[src/rtl/rom_seq_pkg.sv]
// Shared definitions for the ROM sequential reader: default widths and FSM state type.
package rom_seq_pkg;

    localparam int DEF_ADDR_W     = 3;
    localparam int DEF_DATA_W     = 8;
    localparam int DEF_FIFO_DEPTH = 4;

    typedef enum logic [1:0] {
        IDLE  = 2'd0,
        READ  = 2'd1,
        DRAIN = 2'd2,
        DONE  = 2'd3
    } seq_state_t;

endpackage

[src/rtl/rom_rd_fifo.sv]
// Small synchronous FIFO that buffers ROM read data ahead of the output stream.
// A push and a pop in the same cycle both take effect and leave the count unchanged.
module rom_rd_fifo #(
    parameter int DATA_W = 8,
    parameter int DEPTH  = 4
) (
    input  logic                         clk,
    input  logic                         rst_n,
    input  logic                         i_push,
    input  logic [DATA_W-1:0]            i_push_data,
    input  logic                         i_pop,
    output logic [DATA_W-1:0]            o_head,
    output logic [$clog2(DEPTH+1)-1:0]   o_count
);

    localparam int CNT_W = $clog2(DEPTH + 1);
    localparam int PTR_W = (DEPTH > 1) ? $clog2(DEPTH) : 1;
    localparam logic [CNT_W-1:0] DEPTH_C = CNT_W'(DEPTH);
    localparam logic [PTR_W-1:0] LAST_C  = PTR_W'(DEPTH - 1);

    logic [DATA_W-1:0] r_mem [DEPTH];
    logic [PTR_W-1:0]  r_wr_ptr;
    logic [PTR_W-1:0]  r_rd_ptr;
    logic [CNT_W-1:0]  r_count;
    logic              w_push;
    logic              w_pop;

    function automatic logic [PTR_W-1:0] next_ptr(input logic [PTR_W-1:0] ptr);
        return (ptr == LAST_C) ? '0 : ptr + PTR_W'(1);
    endfunction

    assign w_pop   = i_pop && (r_count != '0);
    // The upstream issue rule prevents overflow; the guard only protects storage if misused.
    assign w_push  = i_push && ((r_count != DEPTH_C) || w_pop);
    assign o_head  = r_mem[r_rd_ptr];
    assign o_count = r_count;

    // Storage, pointers and occupancy count.
    always_ff @(posedge clk or negedge rst_n) begin
        if (!rst_n) begin
            for (int i = 0; i < DEPTH; i++) begin
                r_mem[i] <= '0;
            end
            r_wr_ptr <= '0;
            r_rd_ptr <= '0;
            r_count  <= '0;
        end else begin
            if (w_push) begin
                r_mem[r_wr_ptr] <= i_push_data;
                r_wr_ptr        <= next_ptr(r_wr_ptr);
            end
            if (w_pop) begin
                r_rd_ptr <= next_ptr(r_rd_ptr);
            end
            case ({w_push, w_pop})
                2'b10:   r_count <= r_count + CNT_W'(1);
                2'b01:   r_count <= r_count - CNT_W'(1);
                default: r_count <= r_count;
            endcase
        end
    end

endmodule

[src/rtl/rom_seq_reader.sv]
// Sequencer in front of the 8x8 block-ROM wrapper: reads a run of consecutive
// words (address wraps modulo ROM depth), hides the 1-cycle ROM latency with a
// FIFO and streams the words out on valid/ready while summing them.
//
//  state | meaning
//  IDLE  | waiting for start; captures base/len and clears checksum
//  READ  | issuing ROM reads while words remain and the FIFO has room
//  DRAIN | all reads returned; waiting for the FIFO to empty
//  DONE  | one-cycle completion pulse
module rom_seq_reader
    import rom_seq_pkg::*;
#(
    parameter int ADDR_W     = DEF_ADDR_W,
    parameter int DATA_W     = DEF_DATA_W,
    parameter int FIFO_DEPTH = DEF_FIFO_DEPTH
) (
    input  logic              clk,
    input  logic              rst_n,
    input  logic              start,
    input  logic [ADDR_W-1:0] base_addr,
    input  logic [ADDR_W:0]   len,
    output logic              busy,
    output logic              done,
    output logic              rom_cs,
    output logic [ADDR_W-1:0] rom_addr,
    input  logic [DATA_W-1:0] rom_data,
    output logic [DATA_W-1:0] out_data,
    output logic              out_valid,
    input  logic              out_ready,
    output logic [DATA_W-1:0] checksum
);

    localparam int CNT_W = $clog2(FIFO_DEPTH + 1);
    localparam logic [CNT_W:0] FILL_MAX = (CNT_W + 1)'(FIFO_DEPTH);

    seq_state_t        r_state;
    seq_state_t        w_next_state;
    logic [ADDR_W-1:0] r_cur_addr;
    logic [ADDR_W:0]   r_remaining;
    logic              r_inflight;
    logic [DATA_W-1:0] r_checksum;

    logic              w_accept;
    logic              w_issue;
    logic              w_pop;
    logic              w_has_room;
    logic [CNT_W-1:0]  w_count;
    logic [CNT_W:0]    w_fill;
    logic [DATA_W-1:0] w_head;

    // Words already buffered plus the one the ROM is still returning must fit in the FIFO.
    assign w_fill     = {1'b0, w_count} + {{CNT_W{1'b0}}, r_inflight};
    assign w_has_room = (w_fill < FILL_MAX);
    assign w_pop      = out_valid && out_ready;

    assign rom_cs    = w_issue;
    assign rom_addr  = r_cur_addr;
    assign busy      = (r_state == READ) || (r_state == DRAIN);
    assign done      = (r_state == DONE);
    assign out_valid = (w_count != '0);
    assign out_data  = w_head;
    assign checksum  = r_checksum;

    rom_rd_fifo #(
        .DATA_W (DATA_W),
        .DEPTH  (FIFO_DEPTH)
    ) u_fifo (
        .clk         (clk),
        .rst_n       (rst_n),
        .i_push      (r_inflight),
        .i_push_data (rom_data),
        .i_pop       (w_pop),
        .o_head      (w_head),
        .o_count     (w_count)
    );

    // State register.
    always_ff @(posedge clk or negedge rst_n) begin
        if (!rst_n) begin
            r_state <= IDLE;
        end else begin
            r_state <= w_next_state;
        end
    end

    // Next-state, start acceptance and read-issue decisions.
    always_comb begin
        w_next_state = r_state;
        w_accept     = 1'b0;
        w_issue      = 1'b0;
        case (r_state)
            IDLE: begin
                if (start) begin
                    w_accept     = 1'b1;
                    w_next_state = (len != '0) ? READ : DONE;
                end
            end
            READ: begin
                w_issue = (r_remaining != '0) && w_has_room;
                if ((r_remaining == '0) && !r_inflight) begin
                    w_next_state = DRAIN;
                end
            end
            DRAIN: begin
                if (w_count == '0) begin
                    w_next_state = DONE;
                end
            end
            DONE: begin
                w_next_state = IDLE;
            end
            default: begin
                w_next_state = IDLE;
            end
        endcase
    end

    // Run parameters, in-flight tracking and checksum of delivered words.
    always_ff @(posedge clk or negedge rst_n) begin
        if (!rst_n) begin
            r_cur_addr  <= '0;
            r_remaining <= '0;
            r_inflight  <= 1'b0;
            r_checksum  <= '0;
        end else begin
            if (w_accept) begin
                r_cur_addr  <= base_addr;
                r_remaining <= len;
                r_checksum  <= '0;
            end else begin
                if (w_issue) begin
                    r_cur_addr  <= r_cur_addr + ADDR_W'(1);
                    r_remaining <= r_remaining - (ADDR_W + 1)'(1);
                end
                if (w_pop) begin
                    r_checksum <= r_checksum + out_data;
                end
            end
            r_inflight <= w_issue;
        end
    end

endmodule

[config.mk]
export PLATFORM = sky130hd
export DESIGN_NAME = rom_seq_reader
export DESIGN_NICKNAME = d
export VERILOG_FILES = /design/src/rtl/rom_seq_pkg.sv /design/src/rtl/rom_rd_fifo.sv /design/src/rtl/rom_seq_reader.sv
export SDC_FILE = /design/constraint.sdc
export NUM_CORES = 1
export LEC_CHECK = 0
export BUFFER_PORTS_ARGS = -buffer_cell sky130_fd_sc_hd__clkbuf_2
export CORE_ASPECT_RATIO = 1.75
export CORE_MARGIN = 2
export CORE_UTILIZATION = 43
export CTS_CLUSTER_SIZE = 10
export DETAILED_ROUTE_END_ITERATION = 10
export PLACE_DENSITY_LB_ADDON = 0.05
export SYNTH_ARGS = -nofsm -noshare
export SYNTH_HDL_FRONTEND = slang
export SYNTH_SLANG_ARGS = --single-unit
[constraint.sdc]
create_clock -name clk -period 4.4 [get_ports clk]
set_clock_uncertainty 0.15 [all_clocks]
set_input_delay 0.22 -clock clk [delete_from_list [all_inputs] [get_ports clk]]
set_output_delay 0.22 -clock clk [all_outputs]
set_load 0.02 [all_outputs]
==> impl_metrics.tcl, run 1 <==
set metrics [dict create \
    yosys.area_share.adder_pct 9.886 \
    hold_path.class "primary input to register" \
    crit_family "compound AO/OA/AOI/OAI gates" \
    setup_tns_ns 0 \
    hpwl_mm 4.611 \
    outcome "complete, no violations" \
    gr-total-overflow 0 \
    clock_latency_ns 0.33 \
    final_core_util_pct 53.88 \
    crit_start "u_fifo.r_rd_ptr[0]" \
    path_class "register to register" \
    cts_root_buffer "clkbuf_16" \
    cts_inserted_buffers 9 \
    cts_tree "yes" \
    num_antenna_cells 0 \
    die_x_um 67.80 \
    reg2reg_slack_ns 1.16 \
    max_slew_margin_pct 51.31 \
    synth_nets 290 \
    globalplace.congestion 0.7426 \
    detail_route.wl_per_cell_um 15.77 \
    clock.fmax_mhz 308.8 \
    critPathLaunchType "register" \
    layout-drive-gt1-share_pct 31.17 \
    path_depth 8 \
    ir_drop_mv 0.4083 \
    totalWireLength_mm 6.180 \
    dieArea_mm2 0.007841 \
    critPathMaxStageDelay_ns 0.65 \
    setup_violations 0 \
    synth_top_family_by_area "multiplexers" \
    critPathBufInv 0 \
    crit_end "checksum[6]" \
    critPathMaxFanout 11 \
    critPathCaptureType "register" \
    grt_max_degree 58 \
    start_util_pct 44.35 \
    nets 345 \
    period_needed_ns 3.238 \
    leakagePower_nw 1.769 \
    power_per_cell_area_mw_per_mm2 874.0 \
    finalCritPeriodShare_pct 73.59 \
    antenna_found_initial 0 \
    cts_buffer_depth 2 \
    grt_use_total_pct 18.20 \
    drv_slew 0 \
    syn_to_final_growth_pct 21.49 \
    ant_nets 0 \
    drc 0 \
    tightest_slew_ns 0.7303 \
    io_pins 42 \
    path_cells "mux4_1 -> ha_1 -> fa_1 -> a21o_1 -> a21oi_1 -> a2bb2oi_1 -> nor4_1 -> a211o_1" \
    synth_seq_cells 57 \
    async_reset_ff_share_pct 100.0 \
    first_global_vias 2117 \
    htreeDepth 3 \
    cp_slowest_cell "mux4_1" \
    seq_area_frac_synth_pct 46.57 \
    portBuffers 41 \
    rsz0062_at_grt "no" \
    cts_resized 0 \
    die_y_um 115.7 \
    maxCapViolCount 0 \
    avgViaCountPerCell 5.265 \
    synthXorXnorAreaFrac_pct 2.859 \
    avgSynthCellArea_um2 12.35 \
    ys.flop_type "dfrtp_1" \
    clock_sinks 57 \
    netlist_instances 248 \
    core_mm2 0.006907 \
    synth.mux.area_fraction_pct 19.49 \
    reg2reg_depth 8 \
    grt_pass1_wl_mm 10.18 \
    synth-simple-area-share_pct 9.477 \
    synth_cell_types 48 \
    first_pass_iters 4 \
    required_ns 4.46 \
    synth_compound_area_share_pct 8.456 \
    crit_arrival_ns 3.29 \
    synthesis.yosys.warnings 0 \
    syn_area_mm2 0.003063 \
    hold_violations 0 \
    synth_edf_count 0 \
    rows 40 \
    dr.first_iter.drc_count 100 \
    vias 2064 \
    reg2reg_from "u_fifo.r_rd_ptr[0]" \
    rr_endpoint "checksum[6]" \
    clk_pin_slew_ns 0.05 \
]
## layout by cell type (no fill, tap or decap), types with 2 or more instances in the layout
master | Yosys | layout
mux2_2 | 27 | 27
dlygate4sd3_1 | 0 | 9
dfrtp_1 | 57 | 57
inv_1 | 12 | 12
a21oi_1 | 10 | 10
a21o_1 | 2 | 2
o21bai_1 | 2 | 2
nand2_2 | 5 | 5
clkbuf_16 | 0 | 9
xor2_1 | 3 | 3
ha_1 | 21 | 21
mux2_1 | 5 | 5
clkbuf_2 | 0 | 41
or3_1 | 2 | 2
nor2_1 | 7 | 7
clkinvlp_4 | 0 | 2
inv_2 | 2 | 2
nand2_1 | 25 | 25
and2_1 | 2 | 2
o21ai_0 | 10 | 10
xnor2_1 | 7 | 7
mux2i_1 | 3 | 3
nand3_1 | 3 | 3
nor4_1 | 3 | 3
a211o_1 | 2 | 2
a211oi_1 | 2 | 2
clkinv_2 | 0 | 2
fa_1 | 2 | 2
mux4_1 | 7 | 7
## report_power, final
group | total (mW) | internal [mW] | switching [mW]
clock | 0.686 | 0.451 | 0.236
sequential | 0.980 | 0.787 | 0.192
combinational | 1.59 | 0.740 | 0.846
total | 3.25 | 1.98 | 1.27
## worst register-to-register path, cell delays in order (launching register included)
cell	delay, ns
dfrtp_1	0.64
mux4_1	0.65
ha_1	0.28
fa_1	0.42
a21o_1	0.17
a21oi_1	0.24
a2bb2oi_1	0.23
nor4_1	0.07
a211o_1	0.29
## synth_stat cells (all sizes together) (3+ instances only)
master | instances | area [µm²]
nor4 | 4 | 40.04
inv | 14 | 52.55
a21oi | 10 | 50.05
mux2 | 32 | 360.3
o21ai | 11 | 55.05
mux2i | 3 | 30.03
mux4 | 8 | 206.5
nand2 | 30 | 125.1
ha | 21 | 262.8
xor2 | 3 | 26.28
nor2 | 7 | 26.28
a211oi | 3 | 27.52
a21o | 3 | 23.77
dfrtp | 57 | 1426
xnor2 | 7 | 61.31
buf | 5 | 40.04
nand3 | 3 | 15.01
## layer usage
metal | up-vias | global-route usage (%) | part of all wire (%)
li1 | 1003 | - | -
met1 | 1017 | 19.45 | 39
met2 | 36 | 32.09 | 56
met3 | 8 | 5.631 | 3.9
met4 | 0 | 8.000 | 1.8
met5 | - | 0 | 0
## how the worst min path moves through the flow
stage / cells past startpoint / slack (ns) / startpoint / endpoint
global placement: 2 / 0.27 / rst_n / r_state[0]
detailed placement: 2 / 0.26 / rst_n / u_fifo.o_count[0]
global route: 2 / 0.02 / rom_data[1] / u_fifo.r_mem[1]
floorplan: 0 / -0.23 / rst_n / checksum[0]
finish: 2 / 0.003 / rom_data[5] / u_fifo.r_mem[29]
CTS: 2 / 0.004 / rom_data[5] / u_fifo.r_mem[29]
## per-stage QoR
stage	instances	instance area (µm²)	setup slack (ns)	power, mW	hold WS (ns)
floorplan	248	3063	1.383	2.201	-0.2256
global placement	367	3333	1.172	2.575	0.2665
detailed placement	367	3333	1.126	2.600	0.2585
CTS	392	3721	1.111	3.312	0.003523
global route	392	3721	0.9460	3.528	0.02286
finish	392	3721	1.162	3.252	0.002757
## flip-flops by register name (all words and copies together), names as in the netlist
name	cells
checksum	8
r_inflight	1
r_remaining	4
r_state	2
rom_addr	3
u_fifo.o_count	3
u_fifo.r_mem	32
u_fifo.r_rd_ptr	2
u_fifo.r_wr_ptr	2
## timing repair
action	4_1_cts	5_1_grt
setup endpoints to repair	0	0
buffers inserted	0	0
hold buffers	9	0
hold endpoints to repair	65	0
## cell families (layout without fill, tap and decap cells)
family / after synthesis / count (layout)
flops: 57 / 57
xor+xnor: 10 / 10
mux: 43 / 43
buf+inv: 21 / 81
simple gates: 55 / 55
compound gates: 39 / 39
fa+ha+maj: 23 / 23
## final cells by class
type / instances / area [µm²]
Timing Repair Buffer: 51 / 302.8
Clock inverter: 5 / 55.05
Inverter: 14 / 52.55
Tap cell: 84 / 105.1
Clock buffer: 11 / 242.7
Fill cell: 619 / 3186
Sequential cell: 57 / 1426
Multi-Input combinational cell: 170 / 1536
No activity file was read; power rests on OpenSTA's default activity.
==> inputs of run 2 (changes only) <==
- clock period: 4.4 -> 3.05 ns (I/O delays scaled with it)
==> run 2 against run 1 <==
  * Global-route usage up 0.64 points
  * Non-clock buffer count rose by 12
  * Setup slack worse by 1.0 ns
  * Core utilization increased by 2.4 points
  * Critical path depth is the same
  * Worst hold slack gained 0.094 ns
  * Critical path type unchanged
==> impl_metrics.tcl, run 2 (synthesis gave the netlist of run 1 again) <==
set metrics [dict create \
    largest_reg_flops 32 \
    critPathMaxFanout 3 \
    reg2reg_slack_ns 0.13 \
    start_util_pct 44.35 \
    die_x_um 67.80 \
    rsz0062_at_grt "no" \
    grt_pass1_wl_mm 10.70 \
    hold_violations 0 \
    dr.first_iter.drc_count 69 \
    setup_ws_ns 0.1334 \
    leakagePower_nw 1.858 \
    rows 40 \
    detail_route.wl_per_cell_um 16.06 \
    setup_tns_ns 0 \
    place_worst_setup_slack_ns 0.1301 \
    first_pass_iters 4 \
    clk_pin_slew_ns 0.05 \
    power_per_cell_area_mw_per_mm2 1283 \
    num_antenna_cells 0 \
    fin_cells 404 \
    path_class "register to register" \
    dieArea_mm2 0.007841 \
    syn_to_final_growth_pct 27.00 \
    portBuffers 41 \
    fin_hold_ws_ns 0.09629 \
    final_core_util_pct 56.32 \
    finalCritPeriodShare_pct 95.62 \
    placed_cell_area_mm2 0.003371 \
    cts_tree "yes" \
    outcome "complete, no violations" \
    setup_violations 0 \
    ant_nets 0 \
    gr-total-overflow 0 \
    htreeDepth 3 \
    first_global_vias 2231 \
    final_common_cell "dfrtp_1" \
    power.total_mw 4.991 \
    dp_cells 372 \
    critPathLaunchType "register" \
    grt_max_degree 27 \
    cts_root_buffer "clkbuf_16" \
    globalplace.congestion 0.7503 \
    grt_use_total_pct 18.84 \
    ir_drop_mv 0.7402 \
    nets 357 \
    avgViaCountPerCell 5.248 \
    required_ns 3.11 \
    tightest_slew_ns 0.3834 \
    critPathCaptureType "register" \
    post_cts_buffers 0 \
    max_slew_margin_pct 74.37 \
    io_pins 42 \
    clock_latency_ns 0.32 \
    cts_inserted_buffers 9 \
    final_cell_mix "dfrtp_1 (57), clkbuf_2 (41), mux2_2 (27), nand2_1 (25), ha_1 (21)" \
    maxCapViolCount 0 \
    clock.fmax_mhz 342.9 \
    clock_sinks 57 \
    antenna_found_initial 0 \
    layout-drive-gt1-share_pct 31.56 \
    hpwl_mm 4.940 \
    stdcell_area_mm2 0.003890 \
    largest-register "u_fifo.r_mem" \
    hold_path.class "primary input to asynchronous set/reset pin" \
    drv_slew 0 \
    die_y_um 115.7 \
    totalWireLength_mm 6.490 \
    vias 2120 \
    cts_buffer_depth 2 \
    crit_arrival_ns 2.98 \
    core_mm2 0.006907 \
    period_needed_ns 2.917 \
    drc 0 \
]
-- run 2: changes by cell type in the layout (fill, tap and decap cells not counted) --
cell / before / now
clkbuf_8: 1 / 0
bufinv_16: 1 / 4
dlygate4sd3_1: 9 / 16
clkinvlp_4: 2 / 0
buf_4: 1 / 6
-- run 2: worst paths after layout --
kind                                    startpoint                to  cells after the start
worst max-delay path            u_fifo.r_rd_ptr[0]       checksum[6]                      8
worst min-delay path                         rst_n        r_state[0]                      2
worst max register to register  u_fifo.r_rd_ptr[0]       checksum[6]                      8
worst min register to register    u_fifo.r_mem[30]  u_fifo.r_mem[30]                      1
max in group asynchronous                    rst_n    r_remaining[0]                      3
min in group clk                             start    r_remaining[3]                      3
-- run 2: area by class of cell --
class / count / area, µm²
tap: 84 / 105.1
sequential: 57 / 1426
inverter: 14 / 52.55
timing repair buffer: 63 / 410.4
clock buffer: 10 / 229.0
fill: 581 / 3017
clock inverter: 6 / 130.1
multi-input combinational: 170 / 1536
-- run 2: report_power, final --
part	switching, mW	leakage [nW]	total, mW	internal [mW]
registers	0.251	0.700	1.39	1.14
clock network	0.336	0.176	1.21	0.877
logic	1.28	0.982	2.39	1.11
total	1.87	1.86	4.99	3.12
-- run 2: layer usage --
metal  wire length, µm  share of wire (%)  GRT usage (%)
met1              2551                 39          20.03
met3               223                3.4          4.563
met5                 0                  0              0
met4               124                1.9          8.400
met2              3590                 55          34.12
-- run 2: repair_timing --
action | 4_1_cts | 5_1_grt
resized for setup | 0 | 0
hold buffers | 16 | 0
hold endpoints to repair | 96 | 0
setup endpoints to repair | 0 | 0
-- run 2: worst max-delay path, stage by stage (launching register included) --
cell and delay (ns):
dfrtp_1 0.37, mux4_1 0.59, ha_1 0.27, fa_1 0.42
a21o_1 0.18, a21oi_1 0.23, a2bb2oi_1 0.24, nor4_1 0.07
a211o_1 0.27
==> inputs of run 3 (changes only) <==
- PLACE_DENSITY_LB_ADDON: 0.05 -> default
- clock period: 3.05 -> 3.5 ns (I/O delays scaled with it)
==> run 3 against run 2 <==
  * Combinational power shrank 15%
  * Sequential share of layout area grew 0.80 points
  * Highest routed layer unchanged
  * First-iteration DRC count grew 5.8%
  * Setup slack improved by 0.32 ns
  * Sequential power decreased by 12%
  * Register-to-register slack better by 0.32 ns
  * Final cell count decreased by 0.99%
  * Clock-buffer cell count is 1 higher
  * Critical path depth stayed put
  * Fmax decreased by 4.3%
  * Worst hold slack better by 0.12 ns
==> impl_metrics.tcl, run 3 (synthesis gave the netlist of run 1 again) <==
set metrics [dict create \
    outcome "complete, no violations" \
    start_util_pct 44.35 \
    power_per_cell_area_mw_per_mm2 1086 \
    critPathCaptureType "register" \
    first_global_vias 2141 \
    detail_route.wl_per_cell_um 15.64 \
    stdcell_area_mm2 0.003807 \
    holdPathStages 4 \
    drc 0 \
    critPathMaxFanout 5 \
    finalCritPeriodShare_pct 87.07 \
    reg2reg_depth 8 \
    hold_violations 0 \
    portBuffers 41 \
    setup_tns_ns 0 \
    rsz0062_at_grt "no" \
    die_x_um 67.80 \
    avgViaCountPerCell 5.203 \
    setup_ws_ns 0.4525 \
    path_class "register to register" \
    cts_buffer_depth 2 \
    place_worst_setup_slack_ns 0.4952 \
    antenna_found_initial 0 \
    placed_cell_area_mm2 0.003341 \
    core_mm2 0.006907 \
    rows 40 \
    hold_path.class "primary input to register" \
    cp_slowest_cell "mux4_1" \
    first_pass_iters 4 \
    largest_reg_flops 32 \
    die_y_um 115.7 \
    layout-drive-gt1-share_pct 31.01 \
    critPathMaxStageDelay_ns 0.62 \
    dieArea_mm2 0.007841 \
    grt_use_total_pct 18.09 \
    clock_latency_ns 0.33 \
    num_antenna_cells 0 \
    clock_sinks 57 \
    htreeDepth 3 \
    globalplace.congestion 0.7831 \
    grt_max_degree 37 \
    max_slew_margin_pct 41.06 \
    path_cells "mux4_1 -> ha_1 -> fa_1 -> a21o_1 -> a21oi_1 -> a2bb2oi_1 -> nor4_1 -> a211o_1" \
    ant_nets 0 \
    final_common_cell "dfrtp_1" \
    final_cell_mix "dfrtp_1 (57), clkbuf_2 (41), mux2_2 (27), nand2_1 (25), ha_1 (21)" \
    dr.first_iter.drc_count 73 \
    critPathLaunchType "register" \
    cts_inserted_buffers 9 \
    crit_arrival_ns 3.11 \
    fin_hold_ws_ns 0.2153 \
    post_cts_buffers 0 \
    maxCapViolCount 0 \
    period_needed_ns 3.048 \
    clk_pin_slew_ns 0.05 \
    vias 2081 \
    io_pins 42 \
    syn_to_final_growth_pct 24.31 \
    gr-total-overflow 0 \
    hpwl_mm 4.686 \
    drv_slew 0 \
    leakagePower_nw 1.817 \
    setup_violations 0 \
    cts_root_buffer "clkbuf_16" \
    power.total_mw 4.135 \
    tightest_slew_ns 0.8841 \
    cts_tree "yes" \
    nets 353 \
    grt_pass1_wl_mm 10.19 \
    largest-register "u_fifo.r_mem" \
    required_ns 3.56 \
    ir_drop_mv 0.4469 \
    clock.fmax_mhz 328.1 \
    totalWireLength_mm 6.256 \
]
==> run 3: worst paths after layout <==
kind	slack [ns]	to	start
max in group asynchronous	2.00	u_fifo.r_mem[7]	rst_n
hold reg to reg	0.33	u_fifo.r_mem[10]	u_fifo.r_mem[10]
setup / recovery	0.45	checksum[6]	u_fifo.r_rd_ptr[0]
hold / removal	0.22	u_fifo.r_rd_ptr[1]	out_ready
min in group asynchronous	0.35	u_fifo.r_wr_ptr[1]	rst_n
setup reg to reg	0.45	checksum[6]	u_fifo.r_rd_ptr[0]
==> run 3: per-layer routing <==
layer | share of wire [%] | track usage, %
met5 | 0 | 0
met4 | 2.1 | 11.60
met3 | 4.1 | 3.107
met2 | 53 | 31.31
met1 | 41 | 19.80
==> run 3: timing repair <==
item / CTS / global route
hold buffers: 16 / 0
hold endpoints to repair: 74 / 0
resized for setup: 0 / 0
==> run 3: layout make-up <==
cell class              instances  area (µm²)
fillers                       616        3099
inverters                      14       52.55
clock inverters                 5       53.80
clock buffers                  11       252.7
multi-input cells             170        1536
well taps                      84       105.1
flip-flops and latches         57        1426
repair buffers                 59       380.4
==> run 3: report_power, final <==
group | total (mW) | switching, mW | leakage, nW | internal [mW]
combinational | 2.04 | 1.10 | 0.962 | 0.943
clock | 0.874 | 0.289 | 0.155 | 0.585
sequential | 1.22 | 0.229 | 0.700 | 0.990
total | 4.14 | 1.62 | 1.82 | 2.52
==> run 3: through the flow <==
step	instances	utilization (%)
final	400	55.13
after global routing	400	55.13
after CTS	400	55.13
after detailed placement	368	48.37
after global placement	368	48.37
after floorplan	248	-
==> run 3: worst max-delay path: cells and delay by family (launching register included) <==
family / cells / cell delay, ns
adder cells (fa/ha/maj): 2 / 0.68
AO/OA/AOI/OAI: 4 / 0.94
flip-flops: 1 / 0.46
multiplexers: 1 / 0.62
AND/OR/NAND/NOR: 1 / 0.08
